File: src/rtl/nightlight_ctrl.sv
// Nightlight sequencing controller: holds the BCD on-duration, loads the countdown
// timer, generates one-second ticks and runs the blink-warning phase before lamp-off.
module nightlight_ctrl #(
  parameter int unsigned TICK_DIV   = 50_000_000,
  parameter int unsigned WARN_TICKS = 10,
  parameter logic [23:0] DEF_DUR    = 24'h001500
) (
  input  logic        clk,
  input  logic        rst,
  input  logic        dark,
  input  logic        motion,
  input  logic        btn,
  input  logic        cfg_we,
  input  logic [23:0] cfg_dur,
  output logic        cfg_err,
  input  logic        tmr_zero,
  output logic        tmr_set,
  output logic [23:0] tmr_load_val,
  output logic        tmr_tick,
  output logic        light,
  output logic [1:0]  state
);

  localparam int PW = (TICK_DIV > 1) ? $clog2(TICK_DIV) : 1;
  localparam int WW = $clog2(WARN_TICKS + 1);
  localparam logic [PW-1:0] P_LAST = PW'(TICK_DIV - 1);
  localparam logic [WW-1:0] W_LAST = WW'(WARN_TICKS - 1);

  typedef enum logic [1:0] {IDLE = 2'd0, LOAD = 2'd1, RUN = 2'd2, WARN = 2'd3} state_t;

  state_t        state_q, state_d;
  logic [PW-1:0] presc_q, presc_d, presc_nx;
  logic [WW-1:0] warn_q, warn_d;
  logic          light_q, light_d;
  logic          man_q, man_d;
  logic          set_q, set_d;
  logic          tick_q, tick_d;
  logic          err_q, err_d;
  logic [23:0]   dur_q, dur_d;
  logic          dark_q, motion_q, btn_q;

  logic [3:0] ht, ho, mt, mo, st, so;
  logic       dur_ok, presc_term;
  logic       rise_btn, rise_dark, rise_mot, fall_dark;

  assign {ht, ho, mt, mo, st, so} = cfg_dur;
  // Digit ranges alone would admit 24..29 hours, hence the extra hour check.
  assign dur_ok = (ht <= 4'd2) && (ho <= 4'd9) && (mt <= 4'd5) && (mo <= 4'd9) &&
                  (st <= 4'd5) && (so <= 4'd9) && !((ht == 4'd2) && (ho > 4'd3));

  assign rise_btn  = btn & ~btn_q;
  assign rise_dark = dark & ~dark_q;
  assign fall_dark = ~dark & dark_q;
  assign rise_mot  = motion & ~motion_q;

  assign presc_term = (presc_q == P_LAST);
  assign presc_nx   = presc_term ? '0 : presc_q + 1'b1;

  always_comb begin
    dur_d = (cfg_we && dur_ok) ? cfg_dur : dur_q;
    err_d = cfg_we && !dur_ok;
  end

  always_comb begin
    state_d = state_q;
    presc_d = presc_q;
    warn_d  = warn_q;
    light_d = light_q;
    man_d   = man_q;
    set_d   = 1'b0;
    case (state_q)
      IDLE: begin
        light_d = 1'b0;
        presc_d = '0;
        man_d   = 1'b0;
        if (rise_btn || rise_dark || (rise_mot && dark)) begin
          state_d = LOAD;
          set_d   = 1'b1;
          light_d = 1'b1;
          man_d   = rise_btn;
        end
      end
      LOAD: begin
        state_d = RUN;
        light_d = 1'b1;
        presc_d = '0;
      end
      default: begin
        presc_d = presc_nx;
        if (rise_btn || (!rise_mot && fall_dark && !man_q)) begin
          state_d = IDLE;
          light_d = 1'b0;
          man_d   = 1'b0;
          presc_d = '0;
        end else if (rise_mot) begin
          state_d = LOAD;
          set_d   = 1'b1;
          light_d = 1'b1;
          presc_d = '0;
        end else if (state_q == RUN) begin
          if (tmr_zero) begin
            state_d = WARN;
            light_d = 1'b0;
            warn_d  = '0;
          end
        end else if (presc_term) begin
          if (warn_q == W_LAST) begin
            state_d = IDLE;
            light_d = 1'b0;
            man_d   = 1'b0;
            presc_d = '0;
          end else begin
            light_d = ~light_q;
            warn_d  = warn_q + 1'b1;
          end
        end
      end
    endcase
    // Tick is registered one edge early so it lines up with the terminal count.
    tick_d = (state_d == RUN) && (presc_d == P_LAST);
  end

  always_ff @(posedge clk) begin
    if (rst) begin
      state_q  <= IDLE;
      presc_q  <= '0;
      warn_q   <= '0;
      light_q  <= 1'b0;
      man_q    <= 1'b0;
      set_q    <= 1'b0;
      tick_q   <= 1'b0;
      err_q    <= 1'b0;
      dur_q    <= DEF_DUR;
      dark_q   <= 1'b0;
      motion_q <= 1'b0;
      btn_q    <= 1'b0;
    end else begin
      state_q  <= state_d;
      presc_q  <= presc_d;
      warn_q   <= warn_d;
      light_q  <= light_d;
      man_q    <= man_d;
      set_q    <= set_d;
      tick_q   <= tick_d;
      err_q    <= err_d;
      dur_q    <= dur_d;
      dark_q   <= dark;
      motion_q <= motion;
      btn_q    <= btn;
    end
  end

  assign state        = state_q;
  assign light        = light_q;
  assign tmr_set      = set_q;
  assign tmr_tick     = tick_q;
  assign cfg_err      = err_q;
  assign tmr_load_val = dur_q;

endmodule

File: config.mk
export PLATFORM = sky130hd
export DESIGN_NAME = nightlight_ctrl
export DESIGN_NICKNAME = d
export VERILOG_FILES = /design/src/rtl/nightlight_ctrl.sv
export SDC_FILE = /design/constraint.sdc
export NUM_CORES = 1
export LEC_CHECK = 0
export CAP_MARGIN = 20
export CORE_UTILIZATION = 40
export CTS_CLUSTER_DIAMETER = 30
export DETAILED_ROUTE_END_ITERATION = 6
export GPL_TIMING_DRIVEN = 0
export HOLD_SLACK_MARGIN = 0.06
export PLACE_DENSITY_LB_ADDON = 0.15
export RECOVER_POWER = 50
export SLEW_MARGIN = 20
export SYNTH_ARGS = -nofsm -noshare
export SYNTH_HDL_FRONTEND = slang
export SYNTH_SLANG_ARGS = --single-unit
File: constraint.sdc
create_clock -name clk -period 2.23 [get_ports clk]
set_clock_uncertainty 0.1 [all_clocks]
set_input_delay 0.3345 -clock clk [delete_from_list [all_inputs] [get_ports clk]]
set_output_delay 0.3345 -clock clk [all_outputs]
set_load 0.005 [all_outputs]
* Word level (Yosys, flattened, before mapping) *
Index checks and enable logic that the tools add are counted.

word-level totals
  output and inout port bits = 30
  bits in registers = 64
  logic and storage cells = 112

cells by class
  reductions and logical operators = 29
  eq/ne operators = 12
  order comparisons = 7
  add/sub/neg operators = 2
  mux-type cells = 37
  bitwise operators = 13

operator list
  operator                                                                  number
  26-bit 2-to-1 mux                                                         7
  26-bit == test (second input constant)                                    2
  26-bit by 1-bit adder with 26-bit output (second input constant)          1
  4-bit 2-to-1 mux                                                          4
  1-bit 2-to-1 mux                                                          15
  2-bit 2-to-1 mux                                                          7
  1-bit logical AND                                                         13
  4-bit <= comparator (second input constant)                               3
  1-bit inverter                                                            9
  4-bit by 3-bit <= comparator with 1-bit output (second input constant)    2
  6-bit by 4-bit inequality test with 1-bit output (second input constant)  1
  1-bit case mux with 2 select lines                                        3
  6-bit AND reduction                                                       1
  3-bit nonzero test                                                        2
  6-bit nonzero test                                                        1
  5-bit AND reduction                                                       1
  4-bit by 1-bit adder with 4-bit output (second input constant)            1
  1-bit bitwise AND                                                         4
  2-bit == test (second input constant)                                     2
  4-bit by 2-bit == test with 1-bit output (second input constant)          1
  4-bit == test (second input constant)                                     1
  4-bit by 2-bit > comparator with 1-bit output (second input constant)     1
  4-bit by 2-bit <= comparator with 1-bit output (second input constant)    1
  1-bit logical NOT                                                         4
  10 further kinds                                                          13

* Depth between registers and ports, before layout *
Gate-level depths: netlist of run 1.

  word-level depth = 10
  depth in mapped cells = 9
  gate-level depth less buffers = 7

* Worst setup path after synthesis of run 1 *
Ideal clock, no wire load.

  path type = register to register
  start point = register presc_q[3]
  end point = register tick_q, in the netlist tmr_tick
  setup slack = -0.150 ns
  stages on the path, launching flop included = 7
  arrival = 2.192 ns
  period minus slack after synthesis = 2.380 ns
  cell sequence = dfxtp_1 nand4_4 or4_1 or3_1 a221o_1 nand4b_4 nor4_2

between the ends
  cells in the longest elaborated chain, start to end = 10
  elaborated cells between the ends (all ways) = 17
  those cells by class = add/sub: 1; eq/ne: 3; mux: 12; reduce/logical: 1

ends and longest elaborated chain
  item                                                                        RTL line  source
  from (decl)                                                                 32        logic [PW-1:0] presc_q, presc_d, presc_nx;
  from (signal assigned)                                                      139       presc_q <= presc_d;
  26-bit by 1-bit adder with 26-bit output or 26-bit == test (tied branches)  57, 56
  26-bit 2-to-1 mux                                                           57        assign presc_nx = presc_term ? '0 : presc_q + 1'b1;
  26-bit 2-to-1 mux                                                           107       if (warn_q == W_LAST) begin
  26-bit 2-to-1 mux                                                           106       end else if (presc_term) begin
  26-bit 2-to-1 mux                                                           100       end else if (state_q == RUN) begin
  26-bit 2-to-1 mux                                                           95        end else if (rise_mot) begin
  26-bit 2-to-1 mux                                                           90        if (rise_btn || (!rise_mot && fall_dark && !man_q)) begin
  26-bit 2-to-1 mux                                                           71        case (state_q)
  26-bit == test                                                              120       tick_d = (state_d == RUN) && (presc_d == P_LAST);
  1-bit logical AND *                                                         120
  to (signal assigned)                                                        144       tick_q <= tick_d;
  to (decl)                                                                   37        logic tick_q, tick_d;

Mark *: on every way between the ends. The rest lies on a longest branch, timed or not.
A chain may end at the register's enable or synchronous reset.

* Worst setup path in the final report of run 1 *
  start point = register presc_q[4]
  end point = register tick_q, in the netlist tmr_tick

Same word-level chain as after synthesis.

==> results of run 1 <==
[synth_stat cells (7+ instances only)]
library cell | number | area (sq um)
nand3_1 | 18 | 90.1
xor2_1 | 14 | 123
and2_1 | 7 | 43.8
nor2b_1 | 13 | 81.3
inv_1 | 10 | 37.5
a21oi_1 | 11 | 55.1
clkbuf_1 | 11 | 41.3
nor2_1 | 54 | 203
nand2b_1 | 7 | 43.8
o21ai_0 | 9 | 45.0
nor3_1 | 8 | 40.0
nand4_1 | 9 | 56.3
nand2_1 | 14 | 52.6
xnor2_1 | 10 | 87.6
mux2i_1 | 18 | 180
dfxtp_1 | 64 | 1280
[timing repair]
action                                  4_1_cts  5_1_grt
setup buffers                                10        5
endpoints found under the setup margin       54       44
gates resized for setup                      21       33
pin swaps                                     7        9
[sequential cells by signal (all words and copies together) (netlist names), 2 cells and up]
| signal | cells |
|---|---|
| presc_q | 26 |
| state | 2 |
| tmr_load_val | 24 |
| warn_q | 4 |
[path summary, 6_finish.rpt]
check	from	to	slack [ns]	cells after the start
setup reg to reg	presc_q[4]$_SDFF_PP0_	tmr_tick$_SDFF_PP0_	-0.06	6
setup / recovery	presc_q[4]$_SDFF_PP0_	tmr_tick$_SDFF_PP0_	-0.06	6
hold reg to reg	tmr_load_val[15]$_SDFFE_PP0P_	tmr_load_val[15]$_SDFFE_PP0P_	0.36	1
hold / removal	tmr_load_val[15]$_SDFFE_PP0P_	tmr_load_val[15]$_SDFFE_PP0P_	0.36	1
[cell type report]
type                            count  area (sq um)
Fill cell                         688          3010
Multi-Input combinational cell    253          1770
Sequential cell                    64          1310
Timing Repair Buffer               75           713
Clock buffer                       12           155
Tap cell                           99           124
Buffer                             11          86.3
Clock inverter                      4          52.6
Inverter                           10          37.5
[power breakdown]
| part | total [mW] | internal, mW | switching [mW] | leakage, nW |
|---|---|---|---|---|
| logic | 0.179 | 0.0986 | 0.0804 | 0.976 |
| registers | 1.16 | 1.15 | 0.0105 | 0.526 |
| clock network | 1.04 | 0.578 | 0.459 | 0.0948 |
[critical path, cell delays in order (launching register included)]
cell	delay (ns)
dfxtp_4	0.38
nand4_4	0.13
or4_4	0.56
or3_4	0.35
a221o_1	0.33
nand4b_4	0.18
nor4_2	0.17
[kinds of logic after synthesis]
group | after synthesis
mux | 18
fa+ha+maj | 3
simple gates | 165
xor+xnor | 24
buf+inv | 27
compound gates | 43
flops | 64
[through the flow]
step	cells	hold WS, ns	cell area, sq um	setup WS [ns]	TNS [ns]
after CTS	526	0.375	4100	-0.153	-0.169
after global placement	503	0.345	3760	-0.602	-26.03
final	528	0.364	4250	-0.0553	-0.0553
after detailed placement	503	0.357	3760	-0.646	-27.67
after floorplan	344	0.352	3040	-0.0122	-0.0122
after global routing	528	0.380	4250	-0.0932	-0.405
[per-layer routing]
metal / part of all wire [%] / track usage (%)
met2: 48 / 32.2
met3: 4.9 / 5.97
met4: 1.1 / 6.60
met1: 46 / 26.4
met5: 0 / 0
==> results.cfg, run 1 <==
[timing]
fmax_mhz = 438
fin_crit_ns = 2.29
worstMarginPinSlew_ns = 0.529
slew_headroom_pct = 64.8
finalHoldViolCount = 0
setup_viol = 1
fin_ws_ns = -0.0553
maxSlewViolCount = 0
rsz0062_at_grt = yes
period_share_pct = 102

[routing]
first_pass_iters = 6
avgViaCountPerCell = 5.22
antenna_left = 0
drt-initial-drc-count = 63
drc = 0
num_vias = 2754
drt-total-wl_um = 7670
wl_per_cell_um = 14.5

[critical_path]
cp.required_ns = 2.37
critPathLaunchType = flop
crit_path_end_kind = flop
arrival_ns = 2.42
path_max_fanout = 4
critical_path_class = reg -> reg

[logic_synthesis]
synthMuxAreaShare_pct = 5.99
synth_top_family_by_area = simple AND/OR/NAND/NOR gates
yosys.area_share.adder_pct = 1.25
syn_nets = 378
netlist_area_sq_mm = 0.00301
avgSynthCellArea_sq_um = 8.75
synthCells = 344
synth_cell_type_count = 50
synth-simple-area-share_pct = 30.2
ys_ff_latch = 64
yosysSeqAreaShare_pct = 42.6
synthXorXnorAreaFrac_pct = 6.98
synthFlopType = dfxtp_1
async_flop_share_pct = 0
yosysWarnings = 0
synth-compound-area-share_pct = 9.52
synth_edf_count = 0

[power]
vdd_drop_max_uv = 275
p_leak_nw = 1.60
pwr_density_cell_mw_per_mm2 = 560
power_mw = 2.38

[placed_design]
dp_hpwl_um = 5300
io_buffers = 60
gp_congestion = 0.803

[run]
cap_violations = 0

[floorplan]
die_w_um = 88.8
dieArea_sq_mm = 0.00788
coreArea_sq_mm = 0.00725
pin_count = 61
initial_utilization_pct = 41.5
rows = 31
die_h_um = 88.8

[clocking]
insertion_delay_ns = 0.33
cts_hold_buf = 0
htree_levels = 3
numCtsBuffers = 9
cts_root_buf = clkbuf_8
clk_path_buf_depth = 2
path_clk_slew_ns = 0.07
cts_tree = yes
clock_sinks = 64

[grt]
grt_max_degree = 12
overflow = 0
grt_pass1_vias = 2638
antenna_found_initial = 0
grt_pass1_wl_um = 12300
grt_use_total_pct = 20.3

[status]
violations = setup timing
status = finished, violations left

[final_layout]
diodes = 0
final_cell_mix = 52 x nor2_1, 51 x dfxtp_1, 30 x clkdlybuf4s50_1, 30 x dlygate4sd3_1, 18 x mux2i_1
final_util_pct = 58.5
final_common_cell = nor2_1
final_nets = 458
drive_above_1_share_pct = 17.7
area_growth_pct = 41.0

[min_path]
hold_path.class = reg -> reg
Note: power is estimated with default switching activity, not from simulation.
==> run 2: changes to the inputs <==
--- a/config.mk
+++ b/config.mk
@@ -7,7 +7,7 @@
 export LEC_CHECK = 0
 export CAP_MARGIN = 20
 export CORE_UTILIZATION = 40
-export CTS_CLUSTER_DIAMETER = 30
+export CTS_CLUSTER_DIAMETER = 40
 export DETAILED_ROUTE_END_ITERATION = 6
 export GPL_TIMING_DRIVEN = 0
 export HOLD_SLACK_MARGIN = 0.06
==> results of run 2 <==
The final DEF is identical to that of run 1; final timing and power are the same.
